## src/rtl/jt49_pkg.sv

```systemverilog
// Shared constants for the JT49 clock-enable generators: mode encodings and
// default log2 tap divisions.
package jt49_pkg;

    typedef enum logic [1:0] {
        JT49_DIV1 = 2'd0,
        JT49_DIV2 = 2'd1,
        JT49_DIV4 = 2'd2,
        JT49_DIV8 = 2'd3
    } jt49_mode_e;

    localparam int JT49_DIVA_DEF = 3;
    localparam int JT49_DIVB_DEF = 7;

endpackage

```

## src/rtl/jt49_cen_frac_if.sv

```systemverilog
// Control/strobe bundle of jt49_cen_frac: upstream enable, ratio, mode in;
// base and tap strobes out.
interface jt49_cen_frac_if #(
    parameter int W = 16
);
    logic         cen;
    logic [W-1:0] num;
    logic [W-1:0] den;
    logic [1:0]   mode;
    logic         cen_base;
    logic         cen_a;
    logic         cen_b;

    modport master (output cen, num, den, mode, input cen_base, cen_a, cen_b);
    modport slave  (input cen, num, den, mode, output cen_base, cen_a, cen_b);
endinterface

```

## src/rtl/jt49_cen_acc.sv

```systemverilog
// Fractional num/den phase accumulator; only built when JT49_CEN_FRAC_EN is
// defined. base is combinational and already qualified by cen.
module jt49_cen_acc #(
    parameter int W = 16
) (
    input  logic         clk,
    input  logic         rst,
    input  logic         cen,
    input  logic [W-1:0] num,
    input  logic [W-1:0] den,
    output logic         base
);
    logic [W-1:0] acc_reg, acc_next;
    logic [W:0]   sum;
    logic         sat;

    always_comb begin
        sum      = {1'b0, acc_reg} + {1'b0, num};
        sat      = (den == '0) || (num >= den);
        acc_next = acc_reg;
        base     = 1'b0;
        if (cen) begin
            if (sat) begin
                acc_next = '0;
                base     = 1'b1;
            end else if (sum >= {1'b0, den}) begin
                // num < den here, so the difference always fits in W bits
                acc_next = W'(sum - {1'b0, den});
                base     = 1'b1;
            end else begin
                acc_next = sum[W-1:0];
            end
        end
    end

    always_ff @(posedge clk or posedge rst) begin
        if (rst) acc_reg <= '0;
        else     acc_reg <= acc_next;
    end
endmodule

```

## src/rtl/jt49_cen_frac.sv

```systemverilog
// Clock-enable generator: optional fractional base (JT49_CEN_FRAC_EN) feeding a
// free-running prescaler with two power-of-two taps and a wrap-aligned mode latch.
import jt49_pkg::*;

module jt49_cen_frac #(
    parameter int W    = 16,
    parameter int CW   = 10,
    parameter int DIVA = JT49_DIVA_DEF,
    parameter int DIVB = JT49_DIVB_DEF
) (
    input  logic           clk,
    input  logic           rst,
    jt49_cen_frac_if.slave bus
);
    logic          base;
    logic [CW-1:0] cnt_reg;
    logic [1:0]    sh_reg;
    logic          base_reg;
    logic [1:0]    tap_reg;
    logic [1:0]    tap_hit;

    if (DIVA + 3 > CW || DIVB + 3 > CW) begin : g_bad_cfg
        $fatal(1, "jt49_cen_frac: DIVA+3 and DIVB+3 must not exceed CW");
    end

`ifdef JT49_CEN_FRAC_EN
    jt49_cen_acc #(.W(W)) u_acc (
        .clk  (clk),
        .rst  (rst),
        .cen  (bus.cen),
        .num  (bus.num),
        .den  (bus.den),
        .base (base)
    );
`else
    assign base = bus.cen;
`endif

    // Taps compare the pre-increment count so the first base pulse hits both
    genvar gi;
    generate
        for (gi = 0; gi < 2; gi++) begin : g_tap
            localparam int DIV = (gi == 0) ? DIVA : DIVB;
            logic [CW-1:0] mask;
            assign mask        = ~({CW{1'b1}} << (DIV + int'(sh_reg)));
            assign tap_hit[gi] = (cnt_reg & mask) == '0;
        end
    endgenerate

    always_ff @(posedge clk or posedge rst) begin
        if (rst) begin
            cnt_reg  <= '0;
            sh_reg   <= '0;
            base_reg <= 1'b0;
            tap_reg  <= '0;
        end else begin
            base_reg <= base;
            tap_reg  <= {2{base}} & tap_hit;
            if (base) begin
                cnt_reg <= cnt_reg + CW'(1);
                // Latching only at cnt==0 keeps every emitted period whole
                if (cnt_reg == '0) sh_reg <= bus.mode;
            end
        end
    end

    assign bus.cen_base = base_reg;
    assign bus.cen_a    = tap_reg[0];
    assign bus.cen_b    = tap_reg[1];
endmodule
```

## src/flat_wrapper.sv

```systemverilog
// flat-port wrapper written by rule: the top's interface ports become plain ports
module jt49_cen_frac_flat 
#(
    parameter int W    = 16,
    parameter int CW   = 10,
    parameter int DIVA = JT49_DIVA_DEF,
    parameter int DIVB = JT49_DIVB_DEF
)
  (clk, rst, bus_cen, bus_num, bus_den, bus_mode, bus_cen_base, bus_cen_a, bus_cen_b);
  jt49_cen_frac_if #(.W(W)) bus_i ();
  input  logic clk;
  input  logic rst;
  input wire logic [$bits(bus_i.cen)-1:0] bus_cen;
  input wire logic [$bits(bus_i.num)-1:0] bus_num;
  input wire logic [$bits(bus_i.den)-1:0] bus_den;
  input wire logic [$bits(bus_i.mode)-1:0] bus_mode;
  output wire logic [$bits(bus_i.cen_base)-1:0] bus_cen_base;
  output wire logic [$bits(bus_i.cen_a)-1:0] bus_cen_a;
  output wire logic [$bits(bus_i.cen_b)-1:0] bus_cen_b;
  assign bus_i.cen = bus_cen;
  assign bus_i.num = bus_num;
  assign bus_i.den = bus_den;
  assign bus_i.mode = bus_mode;
  assign bus_cen_base = bus_i.cen_base;
  assign bus_cen_a = bus_i.cen_a;
  assign bus_cen_b = bus_i.cen_b;
  jt49_cen_frac #(.W(W), .CW(CW), .DIVA(DIVA), .DIVB(DIVB)) u_core (.clk(clk), .rst(rst), .bus(bus_i));
endmodule
```

## config.mk

```make
export PLATFORM = sky130hd
export DESIGN_NAME = jt49_cen_frac_flat
export DESIGN_NICKNAME = d
export VERILOG_FILES = /design/src/rtl/jt49_pkg.sv /design/src/rtl/jt49_cen_frac_if.sv /design/src/rtl/jt49_cen_acc.sv /design/src/rtl/jt49_cen_frac.sv /design/src/flat_wrapper.sv
export SDC_FILE = /design/constraint.sdc
export NUM_CORES = 1
export LEC_CHECK = 0
export CORE_AREA = 2 2 44 62
export DETAILED_ROUTE_END_ITERATION = 10
export DIE_AREA = 0 0 46 64
export PLACE_DENSITY = 0.68
export SLEW_MARGIN = 20
export SYNTH_ARGS = -nofsm -noshare
export SYNTH_HDL_FRONTEND = slang
export SYNTH_SLANG_ARGS = --single-unit
```

## constraint.sdc

```tcl
create_clock -name clk -period 1.45 [get_ports clk]
set_input_delay 0.29 -clock clk [delete_from_list [all_inputs] [get_ports clk]]
set_output_delay 0.29 -clock clk [all_outputs]
set_load 0.05 [all_outputs]
```

; Word-level counts from Yosys, hierarchy flattened
; Index checks and enable logic that the tools add are counted.
[op_classes]
n_addsub = 3
n_shift = 2
bitwise_logic = 5
reduce_logical = 4
[op_table]
columns = cell, n
row1 = $shl A10 B32 Y10 const A, 2
row2 = $logic_not A10 Y1, 3
row3 = $and A10 B10 Y10, 2
row4 = $not A10 Y10, 2
row5 = $add A10 B1 Y10 const B, 1
row6 = $add A3 B2 Y4 const A, 1
row7 = $add A2 B2 Y3 const A, 1
row8 = $and A2 B2 Y2, 1
row9 = $reduce_and A2 Y1, 1
[word_totals]
register_bits = 15

; Longest topological paths before layout
[logic_depth]
depth_word = 6
depth_mapped = 5
depth_no_buf = 5

; Worst setup path after synthesis
; No wires, ideal clock.
[synth_timing]
path_kind = register -> register
start = reg u_core.cnt_reg[7]
end = reg u_core.sh_reg[0]
setup_time_ns = 0.125
arrival_time_ns = 1.446
setup_slack_ns = -0.120
path_stages_with_launch = 4
period_less_slack_ns = 1.570
path_cell_list = dfrtp_1 -> or4_4 -> nor4_4 -> mux2_2
[synth_between]
elab_chain_cells = 2
[synth_lines]
columns = element, line
row1 = start: declaration, jt49_cen_frac.sv:16  ; logic [CW-1:0] cnt_reg;
row2 = start signal: assignment, jt49_cen_frac.sv:60  ; cnt_reg <= cnt_reg + CW'(1);
row3 = $logic_not A10 Y1, jt49_cen_frac.sv:62  ; if (cnt_reg == '0) sh_reg <= bus.mode;
row4 = $reduce_and A2 Y1 (no source line), n/a
row5 = end signal: assignment, jt49_cen_frac.sv:62
row6 = end: declaration, jt49_cen_frac.sv:17  ; logic [1:0] sh_reg;
; Every way passes these cells.
; A chain may end at the register's enable or synchronous reset.

; Worst setup path after layout
; Same ends and word-level chain as after synthesis.

==> run metrics <==
CTS Buffer Depth 2; slowest stage cell, crit path or4_4; Worst-path clk slew roughly 0.090 ns; first-pass GRT wire length 2650 microns; CP peak stage delay around 0.55 ns; worst path cell trace or4_4 -> nor4_4 -> mux2_2; register cell area after layout approximately 380 sq um; P per Cell Area 1320 nW/um^2; Tightest Pin Transition between 0.2 and 0.3 ns; row cnt 21; Setup Skew roughly 0.0018 ns; P_leak around 0.51 nW; DRC Markers 0; Gate Count Post-Synth 71; Synth Register Bits 15; placed cells around 110; highest clock rate approximately 630 MHz; syn_nets 114; core area 2360 sq um; number of flip-flops in the largest register 10; CP Class reg -> reg; initial antenna violation count 0; Final Instance Count excl. Fillers ~120; H-Tree Depth 1; Max VDD drop around 750 uV; initial core utilization 0.330; Area Overhead vs Synth 37.8%; Rel. slew slack 0.804; First-pass DRT Iterations 4; gpl congestion 0.805; yosys warns 0; overall power about 1.4 mW; number of global-route vias before repair 633; failing checks negative setup slack; # port buffers 7; min Tclk post-route 1.58 ns; Worst Path Max Fanout 2; fillers 220; via-per-instance ratio about 4.8; chip height ~64 microns; ant diodes 0; RSZ-0062 raised after global routing yes; multi-input logic area ~400 sq um; Cell variety after synth 24; post-route ant nets 0; die area around 2900 sq um; final net count 140; Mapped Area slightly below 800 sq um; top-area cell type share of the netlist area 0.481; setup TNS -0.263 ns; Inserted Clock Buffers 3; share of layout cells above drive strength 1 0.344; GR Util All Layers 0.129; largest net degree at the start of global routing 16; post-synthesis sequential area ratio 0.481; hold_buf cts 0; setup slack after layout -0.132 ns; CP startpoint kind flip-flop; Clock Tree Root clkbuf_4; Sink Count 15; Critical Path End Type flip-flop; synthesized area per cell around 11 sq um; worst hold-check path type in -> async; number of top-level pins 40; cell taking the most area after synthesis dfrtp_1; GRT overflow 0; Final Hold Vio Count 0; clock latency on the worst-skew pair around 0.29 ns; Pins Over Slew Limit 0; HPWL after DPL 1140 microns; Worst Path Required 1.64 ns; WP data arrival between 1.5 and 2 ns; max-cap violations 0; status complete, but fails checks; Final setup viols 2; top post-synthesis cells by area dfrtp_1, ha_1, xor2_1; routed via count 576; total wire length between 1500 and 2000 microns; Routed WL per cell roughly 13 microns; Iter 0 DRT Violations 14; Fin Hold WS between 0.2 and 0.3 ns; CTS tree built; crit share post-route 1.09; die width between 40 and 50 microns
final cells by class:
cell class                      instances  area share
Multi-Input combinational cell         47       0.371
Sequential cell                        15       0.349
Timing Repair Buffer                   23       0.205
Tap cell                               23      0.0267
Clock buffer                            4      0.0244
Inverter                                7      0.0244
worst max-delay path, delay by kind of cell, from the launching register on:
family | cells | cell delay [ns]
DFF | 1 | 0.39
muxes | 1 | 0.36
and+or+nand+nor | 2 | 0.73
metrics by stage:
step,util,area (sq um),worst slack (ns)
after floorplan,-,781,-0.120
after global placement,0.419,990,-0.309
after detailed placement,0.419,990,-0.316
after CTS,0.430,1020,-0.150
after global routing,0.455,1080,-0.167
final,0.455,1080,-0.132
final timing paths:
check / from / endpoint / slack (ns) / cells after the start
max reg2reg: u_core.cnt_reg[7] / u_core.sh_reg[0] / -0.13 / 3
max in group asynchronous: rst / u_core.tap_reg[1] / 0.99 / 3
min reg2reg: u_core.cnt_reg[1] / u_core.cnt_reg[1] / 0.55 / 2
max: u_core.cnt_reg[7] / u_core.sh_reg[0] / -0.13 / 3
min in group clk: u_core.cnt_reg[1] / u_core.cnt_reg[1] / 0.55 / 2
min: rst / u_core.cnt_reg[2] / 0.29 / 3
metal layers:
metal	share of wire	GRT usage	routed length, microns	up-vias
li1	-	-	-	288
met1	0.40	0.134	626	277
met2	0.56	0.219	875	7
met3	0.013	0.00847	21	4
met4	0.030	0.107	47	0
met5	0	0	0	-
logic make-up (layout without fill, tap and decap cells):
family,after synthesis,in the layout,synth area share
xor+xnor,9,9,0.101
fa+ha+maj,6,6,0.0962
flops,15,15,0.481
buf+inv,9,34,0.0465
compound gates,5,5,0.0513
simple gates,25,25,0.196
mux,2,2,0.0288
timing repair:
action,4_1_cts,5_1_grt
gates resized for setup,0,7
endpoints found under the setup margin,2,4
setup buffers,0,4
pin swaps,0,2
where the power goes:
group	switching, mW	total [mW]	internal (mW)
Sequential	0.102	0.621	0.519
Clock	0.139	0.246	0.107
Combinational	0.263	0.553	0.290
layout by cell type, fill, tap and decap left out, types with 2 or more instances in the layout:
| master | count |
|---|---|
| a222oi_1 | 2 |
| buf_12 | 3 |
| buf_4 | 16 |
| clkbuf_4 | 3 |
| clkdlybuf4s50_1 | 4 |
| dfrtp_1 | 15 |
| ha_1 | 3 |
| ha_4 | 2 |
| inv_1 | 5 |
| inv_2 | 2 |
| mux2_2 | 2 |
| nand2_1 | 7 |
| nand3_1 | 2 |
| nand4_1 | 2 |
| nor2_1 | 4 |
| nor3_1 | 2 |
| xnor2_1 | 4 |
| xor2_1 | 5 |
Yosys cell counts:
| library cell | n |
|---|---|
| a21oi_1 | 1 |
| a222oi_1 | 2 |
| and3_1 | 1 |
| buf_2 | 1 |
| clkbuf_2 | 1 |
| dfrtp_1 | 15 |
| ha_1 | 6 |
| inv_1 | 7 |
| mux2_2 | 2 |
| nand2_1 | 8 |
| nand3_1 | 2 |
| nand4_1 | 2 |
| nand4bb_2 | 1 |
| nor2_1 | 4 |
| nor2b_1 | 1 |
| nor3_1 | 2 |
| nor3b_1 | 1 |
| nor4_1 | 1 |
| nor4_4 | 1 |
| o211a_1 | 1 |
| o21ai_0 | 1 |
| or4_4 | 1 |
| xnor2_1 | 4 |
| xor2_1 | 5 |
Note: power is estimated with default switching activity, not from simulation.
